`src/rtl/conv_pkg.sv`:
```
// Shared types and sizing for the conv -> pool streaming path.
// Optional macro: CONV_POOL_AVG_EN selects average pooling in pool_window_acc.
package conv_pkg;
    localparam int WIDTH   = 16;
    localparam int LENY    = 32;
    localparam int POOL    = 2;
    localparam int LOGPOOL = 1;
    localparam int CNTW    = 6;

    typedef logic signed [WIDTH-1:0]         sample_t;
    typedef logic signed [WIDTH+LOGPOOL-1:0] acc_t;
    typedef logic [CNTW-1:0]                 cnt_t;
endpackage

```
`src/rtl/conv_pool_stream_acc.sv`:
```
// Window accumulator for the pool stage: running max, or running sum when
// CONV_POOL_AVG_EN is defined. result already includes the current sample.
import conv_pkg::*;

module pool_window_acc (
    input  logic                    clk,
    input  logic                    reset,
    input  logic                    load,
    input  logic                    update,
    input  logic signed [WIDTH-1:0] sample,
    output logic signed [WIDTH-1:0] result
);
`ifdef CONV_POOL_AVG_EN
    acc_t acc;
    acc_t acc_nxt;

    // Floor division by the window size; partial windows behave zero-padded.
    function automatic sample_t avg_round(input acc_t s);
        return sample_t'(s >>> LOGPOOL);
    endfunction

    always_comb begin
        acc_nxt = load ? acc_t'(sample) : acc + acc_t'(sample);
    end

    assign result = avg_round(acc_nxt);
`else
    sample_t acc;
    sample_t acc_nxt;

    function automatic sample_t max_sel(input sample_t a, input sample_t b);
        return (b > a) ? b : a;
    endfunction

    always_comb begin
        acc_nxt = load ? sample : max_sel(acc, sample);
    end

    assign result = acc_nxt;
`endif

    always_ff @(posedge clk) begin
        if (reset) begin
            acc <= '0;
        end else if (update) begin
            acc <= acc_nxt;
        end
    end
endmodule

```
`src/rtl/conv_pool_stream.sv`:
```
// Streaming 1-D pool stage behind the conv engine; one result per window of
// POOL samples, windows aligned to frames. Optional macro: CONV_POOL_AVG_EN.
import conv_pkg::*;

module conv_pool_stream (
    input  logic                    clk,
    input  logic                    reset,
    input  logic signed [WIDTH-1:0] s_data_in_y,
    input  logic                    s_valid_y,
    output logic                    s_ready_y,
    output logic signed [WIDTH-1:0] m_data_out_z,
    output logic                    m_valid_z,
    input  logic                    m_ready_z
);
    cnt_t    win_cnt;
    cnt_t    frm_cnt;
    logic    accept;
    logic    win_last;
    logic    frm_last;
    logic    close;
    sample_t result;

    // A held result stalls the input; a result being taken frees the slot now.
    assign s_ready_y = ~reset & (~m_valid_z | m_ready_z);
    assign accept    = s_valid_y & s_ready_y;
    assign win_last  = (win_cnt == cnt_t'(POOL - 1));
    assign frm_last  = (frm_cnt == cnt_t'(LENY - 1));
    assign close     = accept & (win_last | frm_last);

    pool_window_acc u_acc (
        .clk    (clk),
        .reset  (reset),
        .load   (win_cnt == '0),
        .update (accept),
        .sample (s_data_in_y),
        .result (result)
    );

    always_ff @(posedge clk) begin
        if (reset) begin
            win_cnt <= '0;
            frm_cnt <= '0;
        end else if (accept) begin
            win_cnt <= close ? '0 : win_cnt + 1'b1;
            frm_cnt <= frm_last ? '0 : frm_cnt + 1'b1;
        end
    end

    // Output register: a new close overwrites a result accepted at the same edge.
    always_ff @(posedge clk) begin
        if (reset) begin
            m_valid_z    <= 1'b0;
            m_data_out_z <= '0;
        end else if (close) begin
            m_valid_z    <= 1'b1;
            m_data_out_z <= result;
        end else if (m_valid_z && m_ready_z) begin
            m_valid_z    <= 1'b0;
        end
    end
endmodule

```
`config.mk`:
```
export PLATFORM = sky130hd
export DESIGN_NAME = conv_pool_stream
export DESIGN_NICKNAME = d
export VERILOG_FILES = /design/src/rtl/conv_pkg.sv /design/src/rtl/conv_pool_stream_acc.sv /design/src/rtl/conv_pool_stream.sv
export SDC_FILE = /design/constraint.sdc
export NUM_CORES = 1
export LEC_CHECK = 0
export BUFFER_PORTS_ARGS = -buffer_cell sky130_fd_sc_hd__buf_4
export CAP_MARGIN = 0
export CORE_UTILIZATION = 25
export CTS_CLUSTER_DIAMETER = 40
export CTS_CLUSTER_SIZE = 16
export DETAILED_ROUTE_END_ITERATION = 10
export SETUP_SLACK_MARGIN = 0.1
export SLEW_MARGIN = 20
export SYNTH_ARGS = -nofsm -noshare
export SYNTH_HDL_FRONTEND = slang
export SYNTH_HIERARCHICAL = 1
export SYNTH_SLANG_ARGS = --single-unit
```
`constraint.sdc`:
```
create_clock -name clk -period 6.1 [get_ports clk]
set_input_delay 0.305 -clock clk [delete_from_list [all_inputs] [get_ports clk]]
set_output_delay 0.305 -clock clk [all_outputs]
set_load 0.005 [all_outputs]
```
# Word-level counts from Yosys, hierarchy flattened
# Index checks and enable logic that the tools add are counted.
# Widths: inputs -> output; s select.
[op_classes] n_eq_ne=2 muxes=6 order_cmp=1 reduce_logical=3 bitwise_logic=7 add_sub_neg=2
[op_table] cell="$mux 16" n=2
[op_table] cell="$gt 16x16->1" n=1
[op_table] cell="$add 6x1->6 const B" n=2
[op_table] cell="$mux 6" n=2
[op_table] cell="$eq 6x1->1 const B" n=1
[op_table] cell="$eq 6x5->1 const B" n=1
[op_table] cell="$logic_not 6->1" n=1
[op_table] cell="$and 1x1->1" n=3
[op_table] cell="$mux 1" n=2
[op_table] cell="$not 1->1" n=2
[op_table] cell="$or 1x1->1" n=2
[op_table] cell="$reduce_bool 2->1" n=1
[op_table] cell="$logic_and 1x1->1" n=1
[totals] output_inout_bits=18 register_bits=45 word_cells=26 input_bits=20

# Logic depth before layout (Yosys ltp)
[logic_depth] depth_word=6 mapped_depth=11 depth_no_buf=10

# Cells and area by module
# Netlist, hierarchy kept.
[modules_own_cells] module="pool_window_acc" seq_area_each_um2=320.3 cells_each=251 n_inst=1 area_per_inst_um2=1913.1
[modules_own_cells] module="conv_pool_stream" seq_area_each_um2=580.6 cells_each=145 n_inst=1 area_per_inst_um2=1448.9

# Worst setup path before layout
# OpenSTA, ideal clock, no wires.
[synth_timing] kind="register to register" startpoint="register u_acc.acc[15]" endpoint="register m_data_out_z[10]" path_slack_ns=3.573 path_buffers=1 period_less_slack_ns=2.527 arrival_time_ns=2.409 setup_ns=0.118 stages_incl_launch_ff=12 t_required_ns=5.982 cell_sequence="dfxtp_1 > inv_1 > ha_1 > nand4_2 > nor4_1 > o21ai_1 > nand3_4 > mux2i_1 > buf_2 > o311ai_1 > nand2b_1 > mux2i_1"
[synth_via] elab_chain_cells=3
[synth_lines] element="start, declared" line="conv_pool_stream_acc.sv:28" source="sample_t acc;"
[synth_lines] element="start signal, assigned" line="conv_pool_stream_acc.sv:46" source="acc <= acc_nxt;"
[synth_lines] element="$gt 16x16->1" line="conv_pool_stream_acc.sv:32" source="return (b > a) ? b : a;"
[synth_lines] element="$mux 16" line="conv_pool_stream_acc.sv:32"
[synth_lines] element="$mux 16" line="conv_pool_stream_acc.sv:36" source="acc_nxt = load ? sample : max_sel(acc, sample);"
[synth_lines] element="named net result[10]" line="conv_pool_stream.sv:21" source="sample_t result;"
[synth_lines] element="end signal, assigned" line="conv_pool_stream.sv:56" source="m_data_out_z <= result;"
[synth_lines] element="end, declared" line="conv_pool_stream.sv:11" source="output logic signed [WIDTH-1:0] m_data_out_z,"
# The timed path passes the listed nets, and every way through them passes these cells.
# A chain may end at the register's enable or synchronous reset.

# Worst setup path in the final report
[layout_timing] startpoint="register u_acc.acc[15]" endpoint="register m_data_out_z[6]"
# The elaborated chain is that of the path after synthesis.

==> flow_metrics.tcl <==
set metrics [dict create \
    outcome "completed" \
    layout_min_cycle_time_ns 3.89 \
    slowest_delay_ns 0.68 \
    finalPower_mw 0.891 \
    max_freq_mhz 257 \
    core_area_um2 13200 \
    synthCells 396 \
    diodes 0 \
    crit_path_max_fanout 20 \
    area_growth_pct 16.4 \
    rsz0062_at_grt "no" \
    netSwitchingFraction 0.308 \
    internal_power_mw 0.616 \
    yosys_warnings 6 \
    synth_nets 436 \
    clk_path_buf_depth 2 \
    initialDrtViolationCount 176 \
    yosysSeqAreaShare 0.268 \
    rows 42 \
    ir_drop_mv 0.100 \
    p_leak_nw 1.51 \
    reg2reg_from "u_acc/acc[15]$_SDFFE_PP0P_" \
    synth_area_per_cell_um2 8.49 \
    pin_count 38 \
    wl_um 7840 \
    combPwrFrac 0.283 \
    start_util 0.255 \
    postCtsHoldBufs 0 \
    cts_inserted_buffers 5 \
    finalMaxSlewViolations 0 \
    crit_chain "inv_1 > ha_1 > nand4_2 > nor2_1 > nand4_1 > nand3_4 > mux2i_1 > buf_4 > o311ai_1 > nand2b_1 > mux2i_1" \
    clockRootBuffer "clkbuf_16" \
    overflow 0 \
    crit_path_start "u_acc/acc[15]$_SDFFE_PP0P_" \
    worstHoldStart "s_data_in_y[15]" \
    critPathCaptureType "flip-flop" \
    setup_violations 0 \
    viasPerCell 4.73 \
    power_switching_mw 0.274 \
    power_density_nw_per_um2 228 \
    synth_top_area_cell "dfxtp_1" \
    antenna_found_initial 0 \
    synth_area_leaders "dfxtp_1 27%, nand2b_1 12%, mux2i_1 9.8%" \
    drtAntennaViolNets 0 \
    fin_hold_ws_ns 0.314 \
    min_period_over_period 0.637 \
    synth.distinct_cells 48 \
    avgRoutedWirePerCell_um 13.2 \
    arrival_ns 4.04 \
    h-tree-depth 2 \
    pwr-share-seq 0.363 \
    crit_top_cell "mux2i_1" \
    cts_tree "done" \
    worst_path_max_delay_cell "ha_1" \
    die_h_um 118 \
    synth_flop_cell "dfxtp_1" \
    postCtsSetupBuffers 0 \
    clock-sinks 45 \
    placedCellCount 586 \
    worst-setup-path-type "flip-flop to flip-flop" \
    portBuffers 37 \
    tns_ns 0 \
    instances_no_fill 594 \
    relSlewSlack 0.261 \
    yosys.area.top_type_share 0.268 \
    async_flop_share 0 \
    drive_gt1_frac 0.153 \
    critPathLaunchType "flip-flop" \
    grt_usage 0.113 \
    fp.dieW_um 118 \
    p_clk_frac 0.355 \
    grt_pass1_wl_um 13100 \
    nets 457 \
    dr_total_vias 2807 \
    gp_congestion 0.820 \
    path_buf_inv 2 \
    hp-class "input pin to flip-flop" \
    hold_viol_final 0 \
    required_ns 6.26 \
    clock-skew-final_ns 0.00682 \
    post-dp-hpwl_um 5650 \
    ys_seq_elements 45 \
    drc 0 \
    syn_area_um2 3360 \
    synth_edf_count 0 \
    clock_latency_ns 0.29 \
    grt_pass1_vias 2660 \
    grt_start_max_net_pins 79 \
    post_cts_resized 0 \
    final_util 0.297 \
    maxCapViolCount 0 \
    die-area_um2 13900 \
    drt-pass1-iter-count 4 \
    worst_pin_slew_ns 1.11 \
    nFillCells 1377 \
    clkTransAtPathRegs_ns 0.06 \
    crit_family "simple AND/OR/NAND/NOR gates" \
]
==> registers in the layout, indices dropped and copies added (netlist names) <==
register      count
m_data_out_z     16
u_acc/acc        16
m_valid_z         1
win_cnt           6
frm_cnt           6
==> power groups by stage <==
stage | Combinational (mW) | Sequential, mW | Clock, mW
floorplan | 0.188 | 0.328 | 0
global placement | 0.247 | 0.329 | 0
detailed placement | 0.251 | 0.330 | 0
CTS | 0.252 | 0.323 | 0.325
global route | 0.280 | 0.325 | 0.336
finish | 0.252 | 0.323 | 0.316
==> routing by layer <==
metal	routed length (µm)	global-route usage	vias up
met4	94	0.0329	0
met3	282	0.0194	6
met1	3710	0.148	1305
met5	0	0	-
li1	-	-	1445
met2	3750	0.188	51
==> worst min-delay path: stages <==
cell      delay (ns)
buf_4           0.13
nand2b_1        0.06
mux2i_1         0.05
==> path summary, 6_finish.rpt <==
path                                    to  slack (ns)  cells after the start
max           m_data_out_z[6]$_SDFFE_PP0P_        2.21                     11
max reg2reg   m_data_out_z[6]$_SDFFE_PP0P_        2.21                     11
min             u_acc/acc[15]$_SDFFE_PP0P_        0.31                      3
min reg2reg  m_data_out_z[15]$_SDFFE_PP0P_        0.48                      2
==> cells in the final DEF, fill, tap and decap left out, drive strengths merged, types with 8 or more instances in the layout <==
cell type / instances
nand2b: 67
nand2: 57
dfxtp: 45
buf: 39
mux2i: 34
inv: 20
ha: 20
o311ai: 16
a311o: 15
o31a: 15
nor2: 11
a21oi: 9
nor3: 9
o21ai: 8
==> metrics by stage <==
step / instance area, µm² / worst slack (ns)
after floorplan: 3360 / 3.57
after global placement: 3740 / 2.22
after detailed placement: 3740 / 2.18
after CTS: 3910 / 2.22
after global routing: 3910 / 1.76
final: 3910 / 2.21
==> synth_stat cells, types with 2 or more instances <==
master    instances
nand4_1           6
nand2b_1         66
dfxtp_1          45
clkbuf_1         17
nor2_1            9
nor4_1            2
and2_1            4
o21ai_1           4
a311o_1          15
nor2b_1           3
a21o_1            2
buf_1             2
nand2_1          57
nand3_1           4
nor4_2            2
a21oi_1           9
xor2_1            4
ha_1             20
o311ai_1         14
xnor2_1           5
inv_1            20
o31a_1           15
nor3_1            8
o21ai_0           4
mux2i_1          33
o311ai_0          2
buf_6             2
buf_2             2
==> cell families (layout without fill, tap and decap cells) <==
kind of cell / Yosys count / after routing / synth area share
and+or+nand+nor: 171 / 171 / 0.290
adders and majority gates: 20 / 20 / 0.0744
buffers and inverters: 45 / 67 / 0.0636
AOI/OAI and AO/OA: 72 / 72 / 0.176
xor gates and xnor gates: 9 / 9 / 0.0234
DFF: 45 / 45 / 0.268
muxes: 34 / 34 / 0.105
==> final cells by class <==
type	instances	area [µm²]	share of cell area
Clock buffer	5	125	0.0320
Clock inverter	3	46.3	0.0118
Inverter	20	75.1	0.0192
Multi-Input combinational cell	306	2250	0.576
Sequential cell	45	901	0.230
Tap cell	176	220	0.0563
Timing Repair Buffer	39	293	0.0748
Note: power is estimated with default switching activity, not from simulation.
